### src/rtl/reg_file_2r1w.sv
// Two-read/one-write register file with registered reads, write-to-read bypass,
// and an FSM-sequenced sweep that restores the power-on contents.
module reg_file_2r1w #(
   parameter int WIDTH         = 32,
   parameter int AW            = 5,
   parameter int INIT_IDENTITY = 1,
   parameter int ZERO_REG      = 1
) (
   input  logic             clk,
   input  logic             rst_n,
   input  logic             wr_en,
   input  logic [AW-1:0]    wr_addr,
   input  logic [WIDTH-1:0] wr_data,
   input  logic             rd_en1,
   input  logic [AW-1:0]    inp1,
   input  logic             rd_en2,
   input  logic [AW-1:0]    inp2,
   input  logic             clr,
   output logic [WIDTH-1:0] zout1,
   output logic [WIDTH-1:0] zout2,
   output logic             valid1,
   output logic             valid2,
   output logic             busy
);

   localparam int DEPTH = 2 ** AW;
   localparam logic [0:0] S_IDLE  = 1'b0;
   localparam logic [0:0] S_CLEAR = 1'b1;

   logic [WIDTH-1:0] mem_q [DEPTH];
   logic [WIDTH-1:0] mem_d [DEPTH];
   logic [0:0]       state_q, state_d;
   logic [AW-1:0]    cnt_q, cnt_d;
   logic             busy_q, busy_d;
   logic [WIDTH-1:0] zout1_q, zout1_d, zout2_q, zout2_d;
   logic             valid1_q, valid1_d, valid2_q, valid2_d;
   logic             sweeping_s;
   logic             wr_fire_s;

   function automatic logic [WIDTH-1:0] init_val(input logic [AW-1:0] idx);
      logic [WIDTH-1:0] v;
      if (INIT_IDENTITY != 0) begin
         v = WIDTH'(idx);
      end else begin
         v = '0;
      end
      return v;
   endfunction

   // Priority: hardwired zero, then the sweep write, then the port write, then storage.
   function automatic logic [WIDTH-1:0] read_sel(
      input logic [AW-1:0]    addr,
      input logic [WIDTH-1:0] stored,
      input logic             sweeping,
      input logic [AW-1:0]    sweep_idx,
      input logic             wr_fire,
      input logic [AW-1:0]    waddr,
      input logic [WIDTH-1:0] wdata
   );
      logic [WIDTH-1:0] v;
      if ((ZERO_REG != 0) && (addr == {AW{1'b0}})) begin
         v = '0;
      end else if (sweeping && (addr == sweep_idx)) begin
         v = init_val(addr);
      end else if (wr_fire && (addr == waddr)) begin
         v = wdata;
      end else begin
         v = stored;
      end
      return v;
   endfunction

   assign sweeping_s = (state_q == S_CLEAR);
   assign wr_fire_s  = wr_en && (state_q == S_IDLE) &&
                       !((ZERO_REG != 0) && (wr_addr == {AW{1'b0}}));

   // Sweep FSM and array update.
   always_comb begin
      state_d = state_q;
      cnt_d   = cnt_q;
      busy_d  = busy_q;
      mem_d   = mem_q;
      case (state_q)
         S_IDLE: begin
            if (wr_fire_s) begin
               mem_d[wr_addr] = wr_data;
            end else begin
               mem_d[wr_addr] = mem_q[wr_addr];
            end
            if (clr) begin
               state_d = S_CLEAR;
               busy_d  = 1'b1;
               cnt_d   = {AW{1'b0}};
            end else begin
               state_d = S_IDLE;
            end
         end
         S_CLEAR: begin
            mem_d[cnt_q] = init_val(cnt_q);
            if (cnt_q == {AW{1'b1}}) begin
               state_d = S_IDLE;
               busy_d  = 1'b0;
               cnt_d   = {AW{1'b0}};
            end else begin
               cnt_d = cnt_q + AW'(1);
            end
         end
         default: begin
            state_d = S_IDLE;
            busy_d  = 1'b0;
            cnt_d   = {AW{1'b0}};
         end
      endcase
   end

   // Read ports; a disabled port holds its data and drops valid.
   always_comb begin
      valid1_d = rd_en1;
      valid2_d = rd_en2;
      if (rd_en1) begin
         zout1_d = read_sel(inp1, mem_q[inp1], sweeping_s, cnt_q, wr_fire_s, wr_addr, wr_data);
      end else begin
         zout1_d = zout1_q;
      end
      if (rd_en2) begin
         zout2_d = read_sel(inp2, mem_q[inp2], sweeping_s, cnt_q, wr_fire_s, wr_addr, wr_data);
      end else begin
         zout2_d = zout2_q;
      end
   end

   // State registers; reset also aborts any sweep in progress.
   always_ff @(posedge clk or negedge rst_n) begin
      if (!rst_n) begin
         for (int i = 0; i < DEPTH; i++) begin
            mem_q[i] <= init_val(AW'(i));
         end
         state_q  <= S_IDLE;
         cnt_q    <= {AW{1'b0}};
         busy_q   <= 1'b0;
         zout1_q  <= '0;
         zout2_q  <= '0;
         valid1_q <= 1'b0;
         valid2_q <= 1'b0;
      end else begin
         mem_q    <= mem_d;
         state_q  <= state_d;
         cnt_q    <= cnt_d;
         busy_q   <= busy_d;
         zout1_q  <= zout1_d;
         zout2_q  <= zout2_d;
         valid1_q <= valid1_d;
         valid2_q <= valid2_d;
      end
   end

   assign zout1  = zout1_q;
   assign zout2  = zout2_q;
   assign valid1 = valid1_q;
   assign valid2 = valid2_q;
   assign busy   = busy_q;

endmodule

### config.mk
export PLATFORM = sky130hd
export DESIGN_NAME = reg_file_2r1w
export DESIGN_NICKNAME = d
export VERILOG_FILES = /design/src/rtl/reg_file_2r1w.sv
export SDC_FILE = /design/constraint.sdc
export NUM_CORES = 2
export LEC_CHECK = 0
export CELL_PAD_IN_SITES_DETAIL_PLACEMENT = 1
export CELL_PAD_IN_SITES_GLOBAL_PLACEMENT = 2
export CORE_ASPECT_RATIO = 1.25
export CORE_MARGIN = 3
export CORE_UTILIZATION = 45
export CTS_CLUSTER_DIAMETER = 200
export DETAILED_ROUTE_END_ITERATION = 8
export PLACE_DENSITY = 0.77
export SYNTH_ARGS = -nofsm -noshare
export SYNTH_HDL_FRONTEND = slang
export SYNTH_SLANG_ARGS = --single-unit
### constraint.sdc
create_clock -name clk -period 4.8 [get_ports clk]
set_clock_uncertainty 0.1 [all_clocks]
set_input_delay 1.2 -clock clk [delete_from_list [all_inputs] [get_ports clk]]
set_output_delay 1.2 -clock clk [all_outputs]
set_load 0.02 [all_outputs]
### After elaboration in Yosys (flattened, before gate mapping)

Index checks and enable logic that the tools add are counted.

* bits in registers: 1097
* word-level logic and storage cells: 105
* output and inout port bits: 67

* eq/ne operators: 7
* $add $sub $neg: 1
* bitwise logic cells: 5
* order comparisons: 6
* multiplexer cells: 34
* reduce and logical (&&, ||, !) cells: 13

Operators by type and width (number)
* $bwmux 1024: 3
* $pmux 1024 s2: 1
* $mux 1024: 1
* $bmux 32 s5: 3
* $mux 32: 15
* $demux 32 s5: 2
* $ge 6x6->1 const B: 4
* $not 5->6: 4
* $eq 5x5->1: 4
* $logic_not 5->1: 3
* $lt 6x1->1 const B: 2
* $mux 5: 2
* $pmux 5 s2: 1
* $logic_and 1x1->1: 8
* $add 5x1->5 const B: 1
* $eq 5x5->1 const B: 1
* $mux 1: 4
* $pmux 1 s2: 2
* $ne 2x1->1 const B: 1
* $ne 2x2->1 const B: 1
* $reduce_and 2->1: 1
* $logic_not 1->1: 1
* $not 1->1: 1

### Longest topological paths before layout

* word-level depth: 8
* mapped depth: 13
* depth with buffers taken out: 7

### Worst setup path after synthesis

Ideal clock, no wire load.

* kind: input -> register
* from: input port wr_addr[0]
* to: register mem_q[125] in the netlist's numbering
* setup time: 0.121 ns
* data required time: 4.579 ns
* slack: 1.317 ns
* stages on the path: 10
* arrival: 3.262 ns
* cells stage by stage: buf_6 -> buf_6 -> buf_6 -> clkbuf_4 -> mux4_2 -> a22oi_1 -> and4_1 -> a21oi_2 -> buf_6 -> a22o_1

* longest elaborated chain between the ends: 8
* elaborated cells between the ends (all ways): 16
* those cells by class: order compare (2); mux (9); bitwise (1); reduce/logical (4)

RTL lines
* start: declaration: line 12 `input logic [AW-1:0] wr_addr,`
* $not 5->6 (not written as such): line 86, 88
* $ge 6x6->1 (not written as such) / $lt 6x1->1 (equally long branches): line 86, 88
* $logic_and 1x1->1 (not written as such): line 86, 88
* $mux 32 (not written as such): line 86, 88
* $demux 32 s5: line 86, 88
* $bwmux 1024 (on tied branches): line 88, 86
* $mux 1024 (*): line 85 `if (wr_fire_s) begin`
* $pmux 1024 s2 (*): line 83 `case (state_q)`
* end signal: indexed assignment: line 136 `mem_q[i] <= init_val(AW'(i));`
* end signal: assignment: line 146 `mem_q <= mem_d;`
* end: declaration: line 30 `logic [WIDTH-1:0] mem_q [DEPTH];`

Every way passes the cells marked *; elsewhere a longest branch is shown, timed or not. The select of a mux whose other input is x is not followed.
A chain may end at the register's enable or synchronous reset.

### Final worst setup path

* from: input port wr_addr[3]
* to: register zout2_q[4], in the netlist zout2[4]

* longest elaborated chain between the ends: 7
* elaborated cells between the ends (all ways): 8
* those cells by class: eq/ne (1); mux (3); reduce/logical (4)

RTL lines
* $logic_not 5->1: line 75 `!((ZERO_REG != 0) && (wr_addr == {AW{1'b0}}));`
* $logic_not 1->1: line 75
* $logic_and 1x1->1: line 74 `assign wr_fire_s = wr_en && (state_q == S_IDLE) &&`
* $logic_and 1x1->1 (*): line 65 `end else if (wr_fire && (addr == waddr)) begin`
* $mux 32 (*): line 65
* $mux 32 (*): line 63 `end else if (sweeping && (addr == sweep_idx)) begin`
* $mux 32 (*): line 61 `if ((ZERO_REG != 0) && (addr == {AW{1'b0}})) begin`
* end signal: assignment: line 151 `zout2_q <= zout2_d;`
* end: declaration: line 35 `logic [WIDTH-1:0] zout1_q, zout1_d, zout2_q, zout2_d;`

Every way passes the cells marked *; elsewhere a longest branch is shown, timed or not.

==> run_results.csv <==
group,metric,value,unit
synthesis,yosys.area_share.simple,0.0693,
critical_path,cp.required,5360,ps
sta,tns,0,ps
clocking,cts_max_level,4,
synthesis,synth_warnings,0,
synthesis,synthTopCellsByArea,"dfrtp_1 (38%), mux4_2 (20%), a22o_1 (9.7%)",
clocking,cts_root_buf,"clkbuf_16",
sta,fin_crit,3980,ps
grt,grt_pass1_vias,61123,
finish,syn_to_final_growth,13.5,%
synthesis,synth_fa_ha_area_frac,0.000944,
clocking,clkSinkCount,1097,
routing,drt_iter0_drc,8270,
critical_path,critPathLaunchType,"input port",
synthesis,synth_nets,5460,
floorplanning,die-area,152000,um^2
clocking,postCtsHoldBufs,0,
clocking,cts_setup_buffers,0,
critical_path,worstReg2RegEnd,"mem_q[699]",
synthesis,syn_area,66300,um^2
floorplanning,coreArea,145000,um^2
critical_path,path_class,"input port to flop",
clocking,insertion_delay,820,ps
sta,worst_slack,821,ps
placed_design,dpl.hpwl,214000,um
grt,antenna_found_initial,25,
hold_path,min_path_type,"input port to async pin",
critical_path,crit_end,"zout2[4]",
synthesis,syn_avg_cell_area,12.3,um^2
clocking,cts_max_path_buffers,3,
power_and_ir_drop,vdd_ir_drop_max,0.417,mV
clocking,cts_tree,"done",
placed_design,place.gp.congestion,0.966,
synthesis,async_flop_share,1.00,
routing,vias,60236,
clocking,numCtsBuffers,130,
synthesis,yosysTopAreaCell,"dfrtp_1",
synthesis,synthXorXnorAreaFrac,0.00291,
status,status,"finished clean",
sta,setup_viol,0,
floorplanning,row_count,156,
synthesis,syn_inst,5402,
power_and_ir_drop,p_leak,30.7,nW
grt,grt_max_degree,114,
floorplanning,initial_core_util,0.456,
synthesis,synth_seq_area_share,0.416,
critical_path,cp_max_fo,20,
sta,finalHoldViolations,0,
placed_design,dp_slack,108,ps
critical_path,rrSetupSlack,1160,ps
routing,drc,0,
synthesis,synth_top_area_frac,0.384,
critical_path,r2r-start,"cnt_q[0]",
synthesis,synth_top_family_by_area,"multiplexers",
clocking,cts_resized,0,
sta,drv_slew,0,
synthesis,synthTopCellsByCount,"dfrtp_1 (1017), a22o_1 (738), mux4_2 (596)",
flow_run,maxCapViolCount,0,
finish,n_fill_cell,14545,
floorplanning,num_io_pins,120,
floorplanning,fp.dieW,349,um
sta,min_period_over_period,0.829,
sta,relSlewSlack,0.0662,
synthesis,synth-compound-area-share,0.203,
routing,antenna_left,0,
grt,grt_pass1_wl,486000,um
sta,fmax,251,MHz
synthesis,yosysMostFrequentCell,"dfrtp_1",
synthesis,synthMuxAreaShare,0.258,
clocking,cts.clk_slew.worst_paths,60,ps
finish,final_nets,5457,
sta,tightest_slew,1400,ps
critical_path,reg2regPathDepth,7,
finish,drive_above_1_share,0.295,
critical_path,crit_start,"wr_addr[3]",
grt,grt_overflow,0,
grt,grt_use_total,0.456,
critical_path,worstPathArrival,4530,ps
synthesis,ys_ff_latch,1097,
critical_path,end_kind,"flop",
sta,grt_setup_unrepaired,"no",
synthesis,ys_types,82,
power_and_ir_drop,powerDensity,407,nW/um^2
synthesis,synth-main-ff-cell,"dfrtp_1",
synthesis,synth_edf_count,0,
routing,routed_via_density,8.11,
routing,routed_wl,349000,um
floorplanning,die_h,435,um
routing,drtPass1Iterations,6,
placed_design,port_buffers,119,
routing,drt-wirelength-per-cell,47.0,um
-- metal layers --
metal,global-route usage,part of all wire,wire length (um),up-vias
met4,0.372,0.099,34500,14
li1,-,-,-,21676
met5,0.00510,0.00053,184,-
met2,0.638,0.42,147000,5438
met1,0.551,0.34,119000,31354
met3,0.183,0.14,48000,1754
-- worst min-delay path by stage --
| stage | startpoint | endpoint | slack, ps | depth (start not counted) |
|---|---|---|---|---|
| 2_1_floorplan | mem_q[255] | mem_q[255] | 370 | 2 |
| 3_3_place_gp | mem_q[836] | mem_q[836] | 400 | 2 |
| 3_5_place_dp | mem_q[676] | mem_q[676] | 420 | 2 |
| 4_1_cts | rst_n | mem_q[655] | 370 | 1 |
| 5_1_grt | rst_n | mem_q[528] | 370 | 1 |
| 6_report | rst_n | mem_q[463] | 360 | 1 |
-- state kept, by name, indices dropped and copies added, names as in the netlist --
name,count
mem_q,1024
zout1,32
zout2,32
cnt_q,5
busy,1
state_q,1
valid1,1
valid2,1
-- final cells by class --
| cell class | count | area, um^2 | area share |
|---|---|---|---|
| clock inverters | 43 | 469 | 0.00623 |
| repair buffers | 478 | 4870 | 0.0647 |
| diodes | 28 | 70.1 | 0.000931 |
| well taps | 1896 | 2370 | 0.0315 |
| flip-flops and latches | 1097 | 27600 | 0.366 |
| clock buffers | 190 | 3750 | 0.0498 |
| inverters | 74 | 278 | 0.00369 |
| multi-input cells | 3618 | 35900 | 0.477 |
-- cell usage in the layout (no fill, tap or decap), types with 36 or more instances in the layout --
| cell | count |
|---|---|
| a211oi_1 | 78 |
| a21oi_1 | 95 |
| a22o_1 | 738 |
| a22oi_1 | 353 |
| buf_12 | 77 |
| buf_4 | 284 |
| clkbuf_1 | 36 |
| clkbuf_16 | 133 |
| clkdlybuf4s50_1 | 106 |
| dfrtp_1 | 1015 |
| dfstp_2 | 80 |
| inv_1 | 71 |
| mux2_2 | 219 |
| mux2i_1 | 85 |
| mux4_2 | 596 |
| nand2_1 | 310 |
| nand4_1 | 38 |
| nor2_1 | 160 |
| nor2_4 | 44 |
| nor2b_1 | 86 |
| nor4_1 | 89 |
| o21ai_0 | 287 |
| o22ai_1 | 67 |
| o32ai_1 | 57 |
-- worst max-delay path, stage by stage --
cell	delay [ps]
clkdlybuf4s50_1	580
or3_1	580
o311a_1	450
and3_2	310
buf_12	220
a2111oi_0	840
buf_4	230
o32ai_1	70
-- stage by stage --
| step | total power, W | std cells | util | instance area [um^2] | hold WS, ps |
|---|---|---|---|---|---|
| finish | 0.0307 | 7424 | 0.518 | 75300 | 357 |
| global route | 0.0314 | 7396 | 0.517 | 75200 | 371 |
| CTS | 0.0303 | 7396 | 0.517 | 75200 | 366 |
| detailed placement | 0.0202 | 7163 | 0.488 | 71000 | 418 |
| global placement | 0.0199 | 7163 | 0.488 | 71000 | 396 |
| floorplan | 0.0165 | 5402 | - | 66300 | 373 |
-- power breakdown --
group | total (W) | internal (W) | leakage, nW | switching [W]
sequential | 0.0120 | 0.0106 | 14.9 | 0.00140
clock | 0.0102 | 0.00582 | 2.08 | 0.00438
combinational | 0.00848 | 0.00314 | 13.7 | 0.00535
total | 0.0307 | 0.0195 | 30.7 | 0.0111
-- cell families after synthesis --
logic type	count (synthesis)
compound gates	1767
xor+xnor	22
fa+ha+maj	5
buf+inv	687
flops	1097
mux	914
simple gates	910
Note: power is estimated with default switching activity, not from simulation.
